### config.mk
export PLATFORM = sky130hd
export DESIGN_NAME = rc5_block_engine
export DESIGN_NICKNAME = d
export VERILOG_FILES = /design/src/rtl/rc5_block_engine.sv
export SDC_FILE = /design/constraint.sdc
export NUM_CORES = 2
export LEC_CHECK = 0
export CAP_MARGIN = 20
export CORE_UTILIZATION = 56
export CTS_CLUSTER_SIZE = 30
export DETAILED_ROUTE_END_ITERATION = 10
export HOLD_SLACK_MARGIN = 0.05
export MAX_ROUTING_LAYER = met4
export PLACE_DENSITY = 0.7
export SLEW_MARGIN = 15
export SYNTH_ARGS = -nofsm -noshare
export SYNTH_HDL_FRONTEND = slang
export SYNTH_SLANG_ARGS = --single-unit
### constraint.sdc
create_clock -name clk -period 48.4 [get_ports clk]
set_input_delay 4.84 -clock clk [delete_from_list [all_inputs] [get_ports clk]]
set_output_delay 4.84 -clock clk [all_outputs]
set_load 0.02 [all_outputs]
### src/rtl/rc5_block_engine.sv
// rc5_block_engine: parametrised RC5-W/R/B core with on-chip key load, key schedule FSM and an
// iterative block cipher running one full round per clock behind valid/ready handshakes.
// Define RC5_DECRYPT_EN to build the decrypt datapath; otherwise iMode is ignored and every
// block is encrypted.
module rc5_block_engine #(
  parameter int W = 32,
  parameter int R = 12,
  parameter int B = 16,
  parameter logic [W-1:0] P = 32'hB7E15163,
  parameter logic [W-1:0] Q = 32'h9E3779B9,
  localparam int KAW = (B > 1) ? $clog2(B) : 1
) (
  input  logic           clk,
  input  logic           rst,
  input  logic           iKeyWe,
  input  logic [KAW-1:0] iKeyAddr,
  input  logic [7:0]     iKeyByte,
  input  logic           iKeyStart,
  output logic           oKeyReady,
  input  logic           iValid,
  output logic           oReady,
  input  logic           iMode,
  input  logic [W-1:0]   iA,
  input  logic [W-1:0]   iB,
  output logic           oValid,
  input  logic           iReady,
  output logic [W-1:0]   oA,
  output logic [W-1:0]   oB
);

  localparam int T    = 2 * (R + 1);
  localparam int U    = W / 8;
  localparam int C    = (B + U - 1) / U;
  localparam int MIXN = 3 * ((T > C) ? T : C);
  localparam int LGW  = $clog2(W);
  localparam int TW   = $clog2(T);
  localparam int CW   = (C > 1) ? $clog2(C) : 1;
  localparam int NW   = $clog2(MIXN);
  localparam int RW   = $clog2(R + 2);
  localparam int LW   = $clog2(U);

  typedef enum logic [2:0] {IDLE, KINIT, KMIX, READY, CRYPT, OUT} state_t;

  state_t         state_q, state_d;
  logic [W-1:0]   s [T];
  logic [W-1:0]   l [C];
  logic [W-1:0]   a, b, kval, out_a, out_b;
  logic [TW-1:0]  i, ev_idx, od_idx;
  logic [CW-1:0]  j, key_word;
  logic [LW-1:0]  key_lane;
  logic [NW-1:0]  cnt;
  logic [RW-1:0]  rnd, r_eff;
  logic           key_wr, dec;
  logic [W-1:0]   mix_a, mix_b, round_a, round_b, fin_a, fin_b, load_a, load_b;

  function automatic logic [W-1:0] rotl(input logic [W-1:0] x, input logic [LGW-1:0] n);
    logic [2*W-1:0] t;
    t = {x, x} << n;
    return t[2*W-1:W];
  endfunction

`ifdef RC5_DECRYPT_EN
  function automatic logic [W-1:0] rotr(input logic [W-1:0] x, input logic [LGW-1:0] n);
    logic [2*W-1:0] t;
    t = {x, x} >> n;
    return t[W-1:0];
  endfunction
`else
  logic unused_mode;
  assign unused_mode = iMode;
  assign dec = 1'b0;
`endif

  // State register.
  always_ff @(posedge clk or posedge rst) begin
    // NOTE: sequential state uses non-blocking assignments so every flop samples pre-edge values.
    if (rst) state_q <= IDLE;
    else     state_q <= state_d;
  end

  // Next-state logic; an accepted block wins over a simultaneous iKeyStart in READY.
  always_comb begin
    state_d = state_q;
    case (state_q)
      IDLE:    if (iKeyStart) state_d = KINIT;
      KINIT:   if (i == TW'(T - 1)) state_d = KMIX;
      KMIX:    if (cnt == NW'(MIXN - 1)) state_d = READY;
      READY:   if (iValid) state_d = CRYPT;
               else if (iKeyStart) state_d = KINIT;
      CRYPT:   if (rnd == RW'(R)) state_d = OUT;
      OUT:     if (iReady) state_d = READY;
      default: state_d = IDLE;
    endcase
  end

  // FSM outputs: the key stays valid while a block is in flight or waiting in OUT.
  always_comb begin
    oReady    = (state_q == READY);
    oValid    = (state_q == OUT);
    oKeyReady = (state_q == READY) || (state_q == CRYPT) || (state_q == OUT);
  end

  assign oA = out_a;
  assign oB = out_b;

  // Key byte decode (little-endian packing into L words) and round arithmetic.
  always_comb begin
    // NOTE: every variable gets a default first so no path through this block infers a latch.
    key_word = CW'(int'(iKeyAddr) / U);
    key_lane = LW'(int'(iKeyAddr) % U);
    key_wr   = iKeyWe && (int'(iKeyAddr) < B) && ((state_q == IDLE) || (state_q == READY));
    r_eff    = rnd;
`ifdef RC5_DECRYPT_EN
    if (dec) r_eff = RW'(R + 1) - rnd;
`endif
    ev_idx  = TW'(2 * int'(r_eff));
    od_idx  = ev_idx + TW'(1);
    mix_a   = rotl(s[i] + a + b, LGW'(3));
    mix_b   = rotl(l[j] + mix_a + b, LGW'(mix_a + b));
    round_a = rotl(a ^ b, LGW'(b)) + s[ev_idx];
    round_b = rotl(b ^ round_a, LGW'(round_a)) + s[od_idx];
    fin_a   = round_a;
    fin_b   = round_b;
    load_a  = iA + s[0];
    load_b  = iB + s[1];
`ifdef RC5_DECRYPT_EN
    if (dec) begin
      round_b = rotr(b - s[od_idx], LGW'(a)) ^ a;
      round_a = rotr(a - s[ev_idx], LGW'(round_b)) ^ round_b;
      fin_a   = round_a - s[0];
      fin_b   = round_b - s[1];
    end
    if (iMode) begin
      load_a = iA;
      load_b = iB;
    end
`endif
  end

  // Datapath: key storage, schedule counters, round registers and the result registers.
  always_ff @(posedge clk or posedge rst) begin
    if (rst) begin
      // NOTE: S and L must read as zero after reset, so they are flops with reset, not a RAM.
      for (int k = 0; k < T; k++) s[k] <= '0;
      for (int k = 0; k < C; k++) l[k] <= '0;
      a     <= '0;
      b     <= '0;
      kval  <= '0;
      out_a <= '0;
      out_b <= '0;
      i     <= '0;
      j     <= '0;
      cnt   <= '0;
      rnd   <= '0;
`ifdef RC5_DECRYPT_EN
      dec   <= 1'b0;
`endif
    end else begin
      case (state_q)
        IDLE, READY: begin
          if (key_wr) l[key_word][{key_lane, 3'b000} +: 8] <= iKeyByte;
          if (state_d == KINIT) begin
            i    <= '0;
            kval <= P;
          end
          if (state_d == CRYPT) begin
            a   <= load_a;
            b   <= load_b;
            rnd <= RW'(1);
`ifdef RC5_DECRYPT_EN
            dec <= iMode;
`endif
          end
        end
        KINIT: begin
          s[i] <= kval;
          kval <= kval + Q;
          if (i == TW'(T - 1)) begin
            i   <= '0;
            j   <= '0;
            a   <= '0;
            b   <= '0;
            cnt <= '0;
          end else begin
            i <= i + TW'(1);
          end
        end
        KMIX: begin
          s[i] <= mix_a;
          l[j] <= mix_b;
          a    <= mix_a;
          b    <= mix_b;
          i    <= (i == TW'(T - 1)) ? '0 : i + TW'(1);
          j    <= (j == CW'(C - 1)) ? '0 : j + CW'(1);
          cnt  <= cnt + NW'(1);
        end
        CRYPT: begin
          a   <= round_a;
          b   <= round_b;
          rnd <= rnd + RW'(1);
          if (rnd == RW'(R)) begin
            out_a <= fin_a;
            out_b <= fin_b;
          end
        end
        default: ;
      endcase
    end
  end

endmodule

## Word level (Yosys, flattened, before mapping)

Cells that the tools add are included.

- Input port bits: 83
- Output and inout bits: 67
- Register bits: 1141

- Add/subtract/negate cells: 16
- Reduce and logical (&&, ||, !) cells: 23
- Shifts and indexed selects: 5
- Magnitude comparators: 8
- Equality and inequality tests: 15
- Bitwise operators: 7
- Mux-type cells: 49

Operators with widths:

| cell | number |
|---|---|
| 832-bit bitwise mux | 2 |
| 832-bit one-hot mux with 2 select lines | 1 |
| 32-bit binary-select mux with 5-bit select | 3 |
| 32-bit 2-to-1 mux | 15 |
| 32-bit adder | 8 |
| 128-bit bitwise mux | 2 |
| 128-bit one-hot mux with 2 select lines | 1 |
| 32-bit one-hot mux with 4 select lines | 2 |
| 64-bit by 5-bit left shift with 64-bit output | 3 |
| 32-bit demux with 5-bit select | 1 |
| 32-bit demux with 2-bit select | 2 |
| 128-bit 2-to-1 mux | 1 |
| 32-bit binary-select mux with 2-bit select | 1 |
| 32-bit one-hot mux with 2 select lines | 1 |
| 32-bit bitwise XOR | 2 |
| 32-bit adder, second input constant | 1 |
| 8-bit by 7-bit variable shift with 32-bit output, first input constant | 1 |
| 8-bit by 7-bit indexed part select with 32-bit output | 1 |
| 6-bit >= comparator, second input constant | 3 |
| 3-bit 2-to-1 mux | 6 |
| 5-bit inverter with 6-bit output | 3 |
| 3-bit one-hot mux with 6 select lines | 1 |
| 7-bit one-hot mux with 2 select lines | 1 |
| 2-bit AND reduction | 6 |
| other kinds (32) | 55 |

## Depth between registers and ports, before layout

- Depth after elaboration: 11
- Gate-level depth with buffers: 44
- Mapped depth without buffers: 40

## Least setup slack after synthesis

Ideal clock, no wire load.

- Path type: reg-to-reg
- Start: register i[1]
- End: register b[1]
- Data required time: 48.254 ns
- Period minus slack after synthesis: 10.205 ns
- Arrival time: 10.059 ns
- Setup time: 0.146 ns
- Cell stages (with the launch flop): 44
- Path slack: 38.195 ns
- Cell sequence: dfrtp_1 -> clkbuf_1 -> buf_1 -> clkbuf_1 -> clkbuf_1 -> buf_1 -> mux4_2 -> a31oi_1 -> nor2_1 -> nor2_1 -> fa_1 -> inv_1 -> ha_1 -> inv_1 -> fa_1 -> nor2b_1 -> o21ai_1 -> a21boi_0 -> [... 8 more ...] -> nand2_1 -> nand2b_1 -> ha_1 -> inv_1 -> fa_1 -> nand2b_1 -> a21o_1 -> a211o_1 -> o21a_1 -> o21a_1 -> o21ai_0 -> nand2_1 -> xnor2_1 -> mux4_2 -> mux4_2 -> a21oi_2 -> a211o_1 -> o221ai_1

- Word-level cells in the longest chain between the ends: 10

Ends and longest elaborated chain:

| item | RTL line | text |
|---|---|---|
| from (decl) | 48 | `logic [TW-1:0] i, ev_idx, od_idx;` |
| from (signal assigned) | 185 | `i <= i + TW'(1);` |
| from (signal assigned) | 193 | `i <= (i == TW'(T - 1)) ? '0 : i + TW'(1);` |
| 5-bit inverter with 6-bit output (implied by the code) | 118 | `mix_a = rotl(s[i] + a + b, LGW'(3));` |
| 32-bit binary-select mux with 5-bit select | 118 |  |
| 32-bit 2-to-1 mux (implied by the code) (2 in series) | 118 |  |
| 32-bit adder (2 in series) | 118 |  |
| 32-bit adder (2 in series) | 119 | `mix_b = rotl(l[j] + mix_a + b, LGW'(mix_a + b));` |
| 64-bit by 5-bit left shift with 64-bit output | 58 | `t = {x, x} << n;` |
| 32-bit one-hot mux with 4 select lines | 159 | `case (state_q)` |
| to (signal assigned) | 168 | `b <= load_b;` |
| to (signal assigned) | 192 | `b <= mix_b;` |
| to (signal assigned) | 199 | `b <= round_b;` |
| to (decl) | 47 | `logic [W-1:0] a, b, kval, out_a, out_b;` |

Parallel ways exist; a longest one is shown, timed or not. The select of a mux whose other input is x is not followed.
A chain may end at the register's enable or synchronous reset.

## Final worst setup path

- Start: register i[1]
- End: register b[9]

The elaborated chain is that of the path after synthesis.

==> out/qor.yml <==
r2r_cells: 38
ctsLongestPathBuffers: 3
arrival_ns: 13.36
slowest_stage: "a2bb2oi_1"
drcViolationCount: 0
synth_area_leaders: "dfrtp_1 38%, mux4_2 14%, nand2_1 7.4%"
num_vias: 66100
hold_path_class: "reg -> reg"
netlist_instances: 7707
hold-worst-slack_ns: 0.472
cts_resized: 0
fin_skew_ns: 0.0668
clock_latency_ns: 0.81
synth.net_count: 8095
cts_buffers: 130
utilization_pct: 62.7
maxCapViolCount: 0
reg2reg_from: "i[1]"
drv_slew: 0
synth-edff-count: 0
grt_max_degree: 181
status: "finished clean"
ys_types: 93
rsz0062_at_grt: "false"
tightest_slew_ns: 1.33
cp.required_ns: 49.06
nNetsFinal: 7987
seq_area_frac_synth_pct: 38.5
drt_iter0_markers: 9388
drtPass1Iterations: 6
io_buffers: 148
synthFlopType: "dfrtp_1"
cp-start-kind: "flop"
ioPinCount: 150
die_y_microns: 366
synth_area_per_cell_sq_um: 9.63
drive_gt1_share_pct: 14.0
yosysTopAreaCell: "dfrtp_1"
place_congestion: 1.09
post_cts_buffers: 0
r2r_setup_slack_ns: 35.70
die_width_microns: 366
endpoint_kind: "flop"
clk_pin_slew_worst_paths_ns: 0.06
setup_viol_count_final: 0
r2r_end: "b[9]"
gr-total-overflow: 0
async_reset_ff_share_pct: 100
antenna_found_initial: 43
h-tree-depth: 4
finalHoldViolCount: 0
relSlewSlack_pct: 10.7
grt_pass1_vias: 62200
holdCritStartpoint: "oB[17]"
drt-vias-per-instance: 6.97
fillers: 10900
hold_depth: 2
period_share_pct: 26.2
hold_path_end: "oB[17]"
tns_ns: 0
fmax_mhz: 78.7
cp-startpoint: "i[1]"
synth_warnings: 0
synth-seq-cells: 1141
slowest_delay_ns: 0.96
crit_fanout: 50
cp_common_cell: "nand2_1"
root_buffer: "clkbuf_16"
syn_area_sq_um: 74300
initial_core_util_pct: 56.5
finalCriticalPeriod_ns: 12.70
syn_to_final_growth_pct: 11.1
yosysTopAreaCellShare_pct: 38.5
dp.final_hpwl_mm: 216
grt_first_pass_wirelength_mm: 438
die-area_sq_um: 134000
numClockSinks: 1141
core-area_sq_um: 131000
wl_per_cell_microns: 32.0
grt_usage_pct: 46.6
row_count: 133
antenna_left: 0
path_class: "reg -> reg"
holdBufCountCts: 0
cts_tree: "yes"
wirelength_mm: 304
[metal layers]
layer / global-route usage, % / share of wire [%]
met1: 57.2 / 36
met2: 65.6 / 43
met3: 14.0 / 12
met4: 33.6 / 8.6
met5: - / 0
[cells in the mapped netlist (8+ instances only)]
master     number
mux2i_1       235
fa_1           68
o21ai_0      1095
a221o_1        29
nand2b_1       36
o311ai_0        8
a32oi_1        31
nor3b_1        12
nand2_1      1462
nand3_1        80
a2bb2oi_1      11
xor2_1         79
xnor2_1       128
nor3_1         61
o21a_1         48
or3_1          22
a21oi_1       373
nand4_1        15
ha_1          237
mux4_2        452
and2_1         42
a31oi_1       108
o31ai_1        13
clkbuf_1      492
and3_1         33
o221ai_1      104
o211ai_1       37
o21bai_1       22
a41oi_1        10
or2_2           8
nor2b_1        30
dfrtp_1      1141
buf_1          80
inv_1         158
a221oi_1       77
a211o_1        13
a21o_1         78
a22oi_1        52
mux2_2         75
nor2_1        426
a211oi_1       51
o22ai_1        22
[cells in the final DEF, fill, tap and decap left out, drive strengths merged, types with 79 or more instances in the layout]
cell / instances
mux2i: 237
clkbuf: 181
buf: 190
o21ai: 1102
o221ai: 104
a21oi: 376
clkdlybuf4s50: 148
ha: 237
xnor2: 128
inv: 167
nor2: 426
mux4: 452
nand2: 1462
xor2: 79
a31oi: 108
dfrtp: 1141
nand3: 81
[stage by stage]
stage          std cells  setup slack [ns]  area [sq um]
4_1_cts             9437             35.97         82100
5_1_grt             9483             35.13         82400
6_report            9491             35.70         82500
2_1_floorplan       7707             11.43         74300
3_5_place_dp        9206             36.04         77600
3_3_place_gp        9199             36.09         77600
[how the worst max path moves through the flow]
| stage | to | slack, ns | cells past startpoint |
|---|---|---|---|
| 6_report | b[9] | 35.70 | 38 |
| 5_1_grt | b[9] | 35.13 | 38 |
| 4_1_cts | b[9] | 35.97 | 38 |
| 3_5_place_dp | b[9] | 36.04 | 38 |
| 3_3_place_gp | b[12] | 36.09 | 38 |
| 2_1_floorplan | a[0] | 11.43 | 1 |
[state kept, by name, indices dropped and copies added, names as in the netlist]
| signal | cells |
|---|---|
| i | 5 |
| j | 2 |
| oA | 32 |
| l | 128 |
| s | 832 |
| b | 32 |
| r_eff | 4 |
| oB | 32 |
| a | 32 |
| kval | 32 |
| state_q | 3 |
| cnt | 7 |
[worst max-delay path, delay by kind of cell, from the launching register on]
| family | cells | cell delay (ns) |
|---|---|---|
| adders and majority gates | 5 | 2.01 |
| AOI/OAI and AO/OA | 13 | 4.15 |
| DFF | 1 | 0.93 |
| and+or+nand+nor | 10 | 1.65 |
| xor gates and xnor gates | 2 | 0.29 |
| buffers and inverters | 6 | 2.28 |
| muxes | 2 | 1.13 |
[cell type report]
cell class / count / area, sq um / area share (%)
antenna: 38 / 95.1 / 0.115
clock inverter: 52 / 724 / 0.878
tap: 1755 / 2200 / 2.66
inverter: 166 / 636 / 0.771
sequential: 1141 / 28600 / 34.7
multi-input combinational: 5820 / 43400 / 52.6
clock buffer: 179 / 3700 / 4.49
timing repair buffer: 340 / 3120 / 3.78
[cells by family after synthesis]
group           count (synthesis)  synth area share, %
compound gates               2287                 18.7
xor+xnor                      217                 2.75
fa+ha+maj                     305                 5.83
buf+inv                       746                 3.81
flops                        1141                 38.5
mux                           764                 18.1
simple gates                 2247                 12.4
Power is not shown: default switching activity piles up to over one toggle a cycle in this logic, so the estimate is an artifact.
